==> src/rtl/counter_seq_ctrl.sv <==
// Single-clock sequencer for the two-counter/adder datapath: interleaved count enables,
// load/reload pulses on sum > threshold. Optional reload counter via CTRL_WRAPCNT_EN.
module counter_seq_ctrl #(
    parameter int              SIZE  = 8,
    parameter logic [SIZE-1:0] INIT1 = '0,
    parameter logic [SIZE-1:0] INIT2 = SIZE'(1)
`ifdef CTRL_WRAPCNT_EN
    ,
    parameter int              CNT_W = 8
`endif
) (
    input  logic            clk,
    input  logic            rst_n,
    input  logic            start,
    input  logic            stop,
    input  logic [SIZE-1:0] threshold,
    input  logic [SIZE-1:0] sum,
    output logic            en1,
    output logic            en2,
    output logic            load,
    output logic [SIZE-1:0] init1,
    output logic [SIZE-1:0] init2,
    output logic            busy,
    output logic            wrap
`ifdef CTRL_WRAPCNT_EN
    ,
    output logic [CNT_W-1:0] wrap_cnt
`endif
);

    typedef enum logic [2:0] {
        S_IDLE,
        S_LOAD,
        S_RUN_A,
        S_RUN_B,
        S_RELOAD
    } state_e;

    state_e state_q, state_d;
    logic   en1_q, en2_q, load_q, busy_q, wrap_q;

    assign init1 = INIT1;
    assign init2 = INIT2;
    assign en1   = en1_q;
    assign en2   = en2_q;
    assign load  = load_q;
    assign busy  = busy_q;
    assign wrap  = wrap_q;

    always_comb begin
        // NOTE: the default assignment first keeps this block free of inferred latches.
        state_d = state_q;
        unique case (state_q)
            S_IDLE:   if (start && !stop) state_d = S_LOAD;
            S_LOAD:   state_d = stop ? S_IDLE : S_RUN_A;
            S_RUN_A: begin
                if (stop)                  state_d = S_IDLE;
                else if (sum > threshold)  state_d = S_RELOAD;
                else                       state_d = S_RUN_B;
            end
            S_RUN_B: begin
                if (stop)                  state_d = S_IDLE;
                else if (sum > threshold)  state_d = S_RELOAD;
                else                       state_d = S_RUN_A;
            end
            S_RELOAD: state_d = stop ? S_IDLE : S_RUN_A;
            default:  state_d = S_IDLE;
        endcase
    end

    // Outputs are registered decodes of the next state, so they track state_q exactly.
    always_ff @(posedge clk or negedge rst_n) begin
        if (!rst_n) begin
            state_q <= S_IDLE;
            en1_q   <= 1'b0;
            en2_q   <= 1'b0;
            load_q  <= 1'b0;
            busy_q  <= 1'b0;
            wrap_q  <= 1'b0;
        end else begin
            // NOTE: non-blocking assignments so every register samples pre-edge values.
            state_q <= state_d;
            en1_q   <= (state_d == S_RUN_A);
            en2_q   <= (state_d == S_RUN_B);
            load_q  <= (state_d == S_LOAD) || (state_d == S_RELOAD);
            busy_q  <= (state_d != S_IDLE);
            wrap_q  <= (state_d == S_RELOAD);
        end
    end

`ifdef CTRL_WRAPCNT_EN
    localparam logic [CNT_W-1:0] CNT_MAX = '1;

    logic [CNT_W-1:0] wrap_cnt_q;

    assign wrap_cnt = wrap_cnt_q;

    // RELOAD always exits after one cycle, so every RELOAD cycle is a fresh entry.
    always_ff @(posedge clk or negedge rst_n) begin
        if (!rst_n) begin
            wrap_cnt_q <= '0;
        end else if (state_d == S_LOAD) begin
            wrap_cnt_q <= '0;
        end else if ((state_d == S_RELOAD) && (wrap_cnt_q != CNT_MAX)) begin
            wrap_cnt_q <= wrap_cnt_q + CNT_W'(1);
        end
    end
`endif

endmodule
==> config.mk <==
export PLATFORM = sky130hd
export DESIGN_NAME = counter_seq_ctrl
export DESIGN_NICKNAME = d
export VERILOG_FILES = /design/src/rtl/counter_seq_ctrl.sv
export SDC_FILE = /design/constraint.sdc
export NUM_CORES = 1
export LEC_CHECK = 0
export CORE_MARGIN = 2
export CORE_UTILIZATION = 30
export CTS_CLUSTER_DIAMETER = 40
export DETAILED_ROUTE_END_ITERATION = 16
export PLACE_DENSITY_LB_ADDON = 0.05
export SYNTH_ARGS = -nofsm -noshare
export SYNTH_HDL_FRONTEND = slang
export SYNTH_SLANG_ARGS = --single-unit
==> constraint.sdc <==
create_clock -name clk -period 1.8 [get_ports clk]
set_input_delay 0.27 -clock clk [delete_from_list [all_inputs] [get_ports clk]]
set_output_delay 0.27 -clock clk [all_outputs]
set_load 0.1 [all_outputs]
==> flow_summary.yaml, run 1 <==
clocking:
  cts_resized: 0
  clockBufferDepth: 2
  clk_pin_slew_ps: 60
  cts.hold.buffers_added: 0
  cts_setup_buffers: 0
  cts_root_buffer: "clkbuf_4"
  numClockSinks: 8
  htreeDepth: 1
  cts_buffers: 3
  worstSkewPairLatency_ps: 260
  cts_tree: "built"
run:
  drv_cap: 0
critical_path:
  cp_data_arrival_time_ps: 1890
  endpoint: "load$_DFF_PN0_"
  path_class: "primary input to flip-flop"
  r2r_setup_slack_ps: 660
  startpoint_type: "primary input"
  endpoint_kind: "flip-flop"
  rr_startpoint: "state_q[2]$_DFF_PN0_"
  crit_path_start: "threshold[5]"
  r2r_end: "state_q[0]$_DFF_PN0_"
  r2r_cells: 3
  worstPathMaxFanout: 5
  critPathRequiredTime_ps: 1950
yosys:
  synthCells: 77
  synthXorXnorAreaFrac_pct: 1.20
  synth-compound-area-share_pct: 18.2
  synthSimpleGateAreaFrac_pct: 15.6
  yosys-mux-area-fraction_pct: 0
  synth_top_family_by_area: "buffers and inverters"
  synth.avg_cell_area_um2: 9.47
  yosys_warnings: 0
  yosysUniqueCellTypes: 27
  ys_seq_elements: 8
  netlist_area_um2: 729
  synth_fa_ha_area_share_pct: 13.7
  ys_seq_area_share_pct: 27.4
timing:
  finalCritPeriodShare_pct: 96.6
  finalMaxSlewViolations: 0
  holdWs_ps: 290
  fin_skew_ps: 8.05
  fin_crit_ps: 1740
  setup_viol: 0
  finalHoldViolations: 0
  fmax_mhz: 575
  final.setup.worst_slack_ps: 62.1
  fin_tns_setup_ps: 0
route:
  wl_um: 1410
  via_per_inst: 4.39
  drc_errors: 0
  antenna_left: 0
  first_iter_violations: 5
  num_vias: 588
  routedWlPerCell_um: 10.5
  dr.pass1.iters: 4
floorplan:
  fp.coreArea_um2: 2250
  die_x_um: 53.3
  fp-row-count: 17
  ios: 41
  fp.dieH_um: 53.3
  die_area_um2: 2840
  start_util_pct: 32.4
placement:
  port_buffers: 24
  hpwlAfterDp_um: 1100
  pre_cts_slack_ps: -221
  dp_cells: 131
  globalplace.congestion: 0.728
global_routing:
  grt_pass1_vias: 547
  grt_max_degree: 12
  grt_usage_pct: 10.5
  grt_antenna_before_repair: 0
  grt.overflow.total: 0
  grt_pass1_wl_um: 2190
finish:
  layout.cells.non_filler: 134
  drive_gt1_share_pct: 24.5
  area_growth_pct: 37.9
  antenna_cells: 0
  fin_nets: 136
min_path:
  hp-class: "primary input to asynchronous set/reset pin"
power:
  ir_drop_v: 0.000406
  leakage_nw: 0.487
  powerDensity_nw_per_um2: 740
outcome:
  status: "completed"
[how the worst min path moves through the flow]
| stage | to |
|---|---|
| 3_3_place_gp | state_q[0]$_DFF_PN0_ |
| 6_report | state_q[2]$_DFF_PN0_ |
| 5_1_grt | state_q[2]$_DFF_PN0_ |
| 2_1_floorplan | busy$_DFF_PN0_ |
| 4_1_cts | state_q[2]$_DFF_PN0_ |
| 3_5_place_dp | state_q[0]$_DFF_PN0_ |
[critical path: stages]
cell             delay [ps]
clkdlybuf4s50_1         450
inv_1                    40
ha_1                    300
and4_4                  260
and4_4                  250
a31oi_4                  50
a32o_1                  260
[placed cells by master, fill, tap and decap left out, types with 2 or more instances in the layout]
cell              n
a21oi_1           4
and4_4            2
nor3_1            2
nor4_1            2
dfrtp_1           8
conb_1           16
and3_2            2
nand2_1           2
inv_1             8
nand4_1           2
nor2b_1           3
clkdlybuf4s50_1  19
ha_1              7
buf_4            11
clkbuf_4          3
nor2_1            2
[sequential cells by signal, indices dropped and copies added, names as in the netlist]
name,flops
busy,1
en1,1
en2,1
load,1
state_q,3
wrap,1
[routing by layer]
layer / track usage (%) / vias up / wire [um]
met5: 0 / - / 0
met4: 2.56 / 0 / 0
met3: 4.52 / 0 / 105
met2: 16.5 / 26 / 672
met1: 13.0 / 271 / 631
li1: - / 291 / -
[power by group]
group / switching (mW) / internal, mW / leakage, nW
Clock: 0.0634 / 0.0765 / 0.0138
Sequential: 0.0157 / 0.194 / 0.107
Combinational: 0.285 / 0.110 / 0.366
Total: 0.364 / 0.381 / 0.487
[kinds of logic after synthesis]
kind of cell             after synthesis
buffers and inverters                 26
XOR/XNOR                               1
other                                  2
AO/OA/AOI/OAI                         14
adder cells (fa/ha/maj)                8
flip-flops                             8
AND/OR/NAND/NOR                       18
[synth_stat cells]
cell type | n | area, um2
a31oi_4 | 1 | 21.3
a2bb2oi_1 | 1 | 8.76
o21ai_0 | 1 | 5.00
inv_1 | 8 | 30.0
buf_4 | 16 | 120
a32o_1 | 1 | 10.0
clkbuf_2 | 1 | 5.00
nand2_1 | 2 | 7.51
nand4_1 | 2 | 12.5
a211oi_2 | 1 | 12.5
o2111ai_4 | 1 | 26.3
a21o_1 | 1 | 7.51
a21oi_2 | 1 | 8.76
nor4_1 | 2 | 12.5
conb_1 | 2 | 7.51
nor2_1 | 2 | 7.51
and2_2 | 1 | 7.51
a21oi_1 | 5 | 25.0
nor3_1 | 2 | 10.0
ha_1 | 8 | 100
buf_6 | 1 | 11.3
and4_4 | 2 | 22.5
and3_2 | 2 | 15.0
dfrtp_1 | 8 | 200
xnor2_1 | 1 | 8.76
o21a_1 | 1 | 7.51
nor2b_1 | 3 | 18.8
[through the flow]
step	util (%)	power, mW	instance area, um2
after floorplan	-	0.539	782
after global placement	42.3	0.595	953
after detailed placement	42.3	0.595	953
after CTS	43.3	0.741	976
after global routing	44.6	0.787	1010
final	44.6	0.745	1010
[final cells by class]
cell class | count | area, um2
Tap cell | 28 | 35.0
Timing Repair Buffer | 30 | 273
Sequential cell | 8 | 200
Multi-Input combinational cell | 57 | 445
Fill cell | 238 | 1250
Inverter | 8 | 30.0
Clock buffer | 3 | 22.5
(Power assumes the default switching activity.)
==> run 2: changes to the inputs <==
CAP_MARGIN = 20   (was default)
==> results of run 2 <==
The final DEF is identical to that of run 1; final timing and power are the same.
==> run 3: changes to the inputs <==
SETUP_SLACK_MARGIN = 0.1   (was default)
clock period = 1.62 ns   (was 1.8 ns; I/O delays follow)
==> run 3 against run 2 <==
Against the previous run: largest power group unchanged; non-clock buffer count is 1 higher; sequential cell count unchanged; utilization rose by 5.1 points; first-iteration DRC count decreased by 40%; die area unchanged; routed wire length down 1.8%; critical path depth is 1 lower; worst setup slack improved by 87 ps; clock skew fell by 4.1 ps; sequential power up 15%; register-to-register slack lost 240 ps; global-route usage up 0.83 points.
==> flow_summary.yaml, run 3 (synthesis gave the netlist of run 1 again) <==
placement:
  globalplace.congestion: 0.689
  place_area_um2: 1020
  hpwlAfterDp_um: 1170
  port_buffers: 24
power:
  seqPwrFrac_pct: 28.0
  power.switching_mw: 0.410
  ir_drop_v: 0.000443
  leakage_nw: 0.531
  pwr-share-comb_pct: 54.5
  powerDensity_nw_per_um2: 765
  p_sw_share_pct: 47.8
  p_clk_share_pct: 17.4
  p_total_mw: 0.858
  p_int_mw: 0.448
outcome:
  status: "completed"
critical_path:
  critical-path-top-delay-family: "simple AND/OR/NAND/NOR gates"
  worstPathMaxFanout: 5
  cp_data_arrival_time_ps: 1660
  path_class: "primary input to flip-flop"
  startpoint_type: "primary input"
  worst-path-buf-inv: 1
  cp_slowest_stage_delay_ps: 400
  cp_cell_sequence: "clkdlybuf4s50_1, ha_1, and2_4, and4_4, a31oi_4, and3_4"
  critPathRequiredTime_ps: 1810
  slowest_stage: "clkdlybuf4s50_1"
  endpoint_kind: "flip-flop"
floorplan:
  fp.dieH_um: 53.3
  fp.coreArea_um2: 2250
  ios: 41
  start_util_pct: 32.4
  fp-row-count: 17
  die_x_um: 53.3
  die_area_um2: 2840
route:
  routedWlPerCell_um: 10.3
  wl_met3_um: 110
  num_vias: 586
  first_iter_violations: 3
  dr.max_layer_used: "met3"
  antenna_left: 0
  dr.pass1.iters: 3
  via_per_inst: 4.34
  wl_um: 1380
  drc_errors: 0
  met2_length_um: 619
  drt-met1-wl_um: 653
clocking:
  cts_tree: "built"
  worstSkewPairLatency_ps: 250
  clockBufferDepth: 2
  numClockSinks: 8
  cts_buffers: 3
  htreeDepth: 1
  cts_root_buffer: "clkbuf_4"
  clk_pin_slew_ps: 50
  cts_setup_buffers: 0
global_routing:
  grt_max_degree: 12
  grt_usage_pct: 11.3
  grt_pass1_vias: 556
  grt_pass1_wl_um: 2300
  grt.overflow.total: 0
  grt_antenna_before_repair: 0
min_path:
  hp-class: "primary input to asynchronous set/reset pin"
finish:
  multi_input_area_um2: 504
  utilization_pct: 49.7
  layout_commonest_cell: "conb_1"
  seq_area_um2: 200
  drive_gt1_share_pct: 33.6
  largest_reg_flops: 3
  fin_nets: 137
  registers.top_by_ff_count: "state_q"
  area_growth_pct: 53.7
  layout_common_cells: "conb_1, dlygate4sd2_1, dfrtp_1"
  fill_cells: 232
  antenna_cells: 0
  final_area_um2: 1120
timing:
  finalCritPeriodShare_pct: 90.8
  fin_crit_ps: 1470
  finalMaxSlewViolations: 0
  fin_tns_setup_ps: 0
  fmax_mhz: 680
  fin_skew_ps: 3.94
  setup_viol: 0
  rsz0062_at_grt: "false"
  finalHoldViolations: 0
run:
  drv_cap: 0
run 3: changes by cell type in the layout (fill, tap and decap cells not counted), sizes merged:
cell           before  now
buf                11   12
dlygate4sd2         0   13
clkdlybuf4s50      19    5
dlymetal6s2s        0    1
run 3: repair_timing:
action                                  in CTS  in global routing
pin swaps                                   17                  8
hold buffers                                 0                  0
endpoints found under the setup margin       7                  7
resized for setup                           28                  3
run 3: path summary, 6_finish.rpt:
| kind | from | to | slack, ps | depth (start not counted) |
|---|---|---|---|---|
| max in group asynchronous | rst_n | en2$_DFF_PN0_ | 1100 | 1 |
| worst max register to register | state_q[2]$_DFF_PN0_ | state_q[0]$_DFF_PN0_ | 420 | 3 |
| worst min-delay path | rst_n | en1$_DFF_PN0_ | 260 | 1 |
| worst min register to register | state_q[0]$_DFF_PN0_ | state_q[0]$_DFF_PN0_ | 560 | 1 |
| worst max-delay path | threshold[0] | wrap$_DFF_PN0_ | 150 | 6 |
| min in group clk | state_q[0]$_DFF_PN0_ | state_q[0]$_DFF_PN0_ | 560 | 1 |
run 3: metrics by stage:
stage | cells | setup WS [ps] | hold slack (ps)
3_3_place_gp | 132 | -386 | 549
3_5_place_dp | 132 | -392 | 547
2_1_floorplan | 91 | 109 | -52.6
4_1_cts | 135 | 80.6 | 268
5_1_grt | 135 | 104 | 280
6_report | 135 | 149 | 264
run 3: routing by layer:
layer	vias up	track usage [%]
li1	298	-
met4	0	1.28
met1	263	14.6
met5	-	0
met2	25	17.7
met3	0	5.08
run 3: power groups by stage:
| stage | Combinational (mW) | Sequential (mW) | Clock (mW) |
|---|---|---|---|
| after global placement | 0.452 | 0.243 | 0 |
| after floorplan | 0.298 | 0.301 | 0 |
| after CTS | 0.469 | 0.241 | 0.159 |
| final | 0.468 | 0.241 | 0.149 |
| after detailed placement | 0.453 | 0.243 | 0 |
| after global routing | 0.495 | 0.243 | 0.169 |
run 3: area by class of cell:
class,count,area share (%)
inverter,8,2.68
clock buffer,3,2.01
multi-input combinational,57,45.0
sequential,8,17.9
tap,28,3.12
timing repair buffer,31,29.4
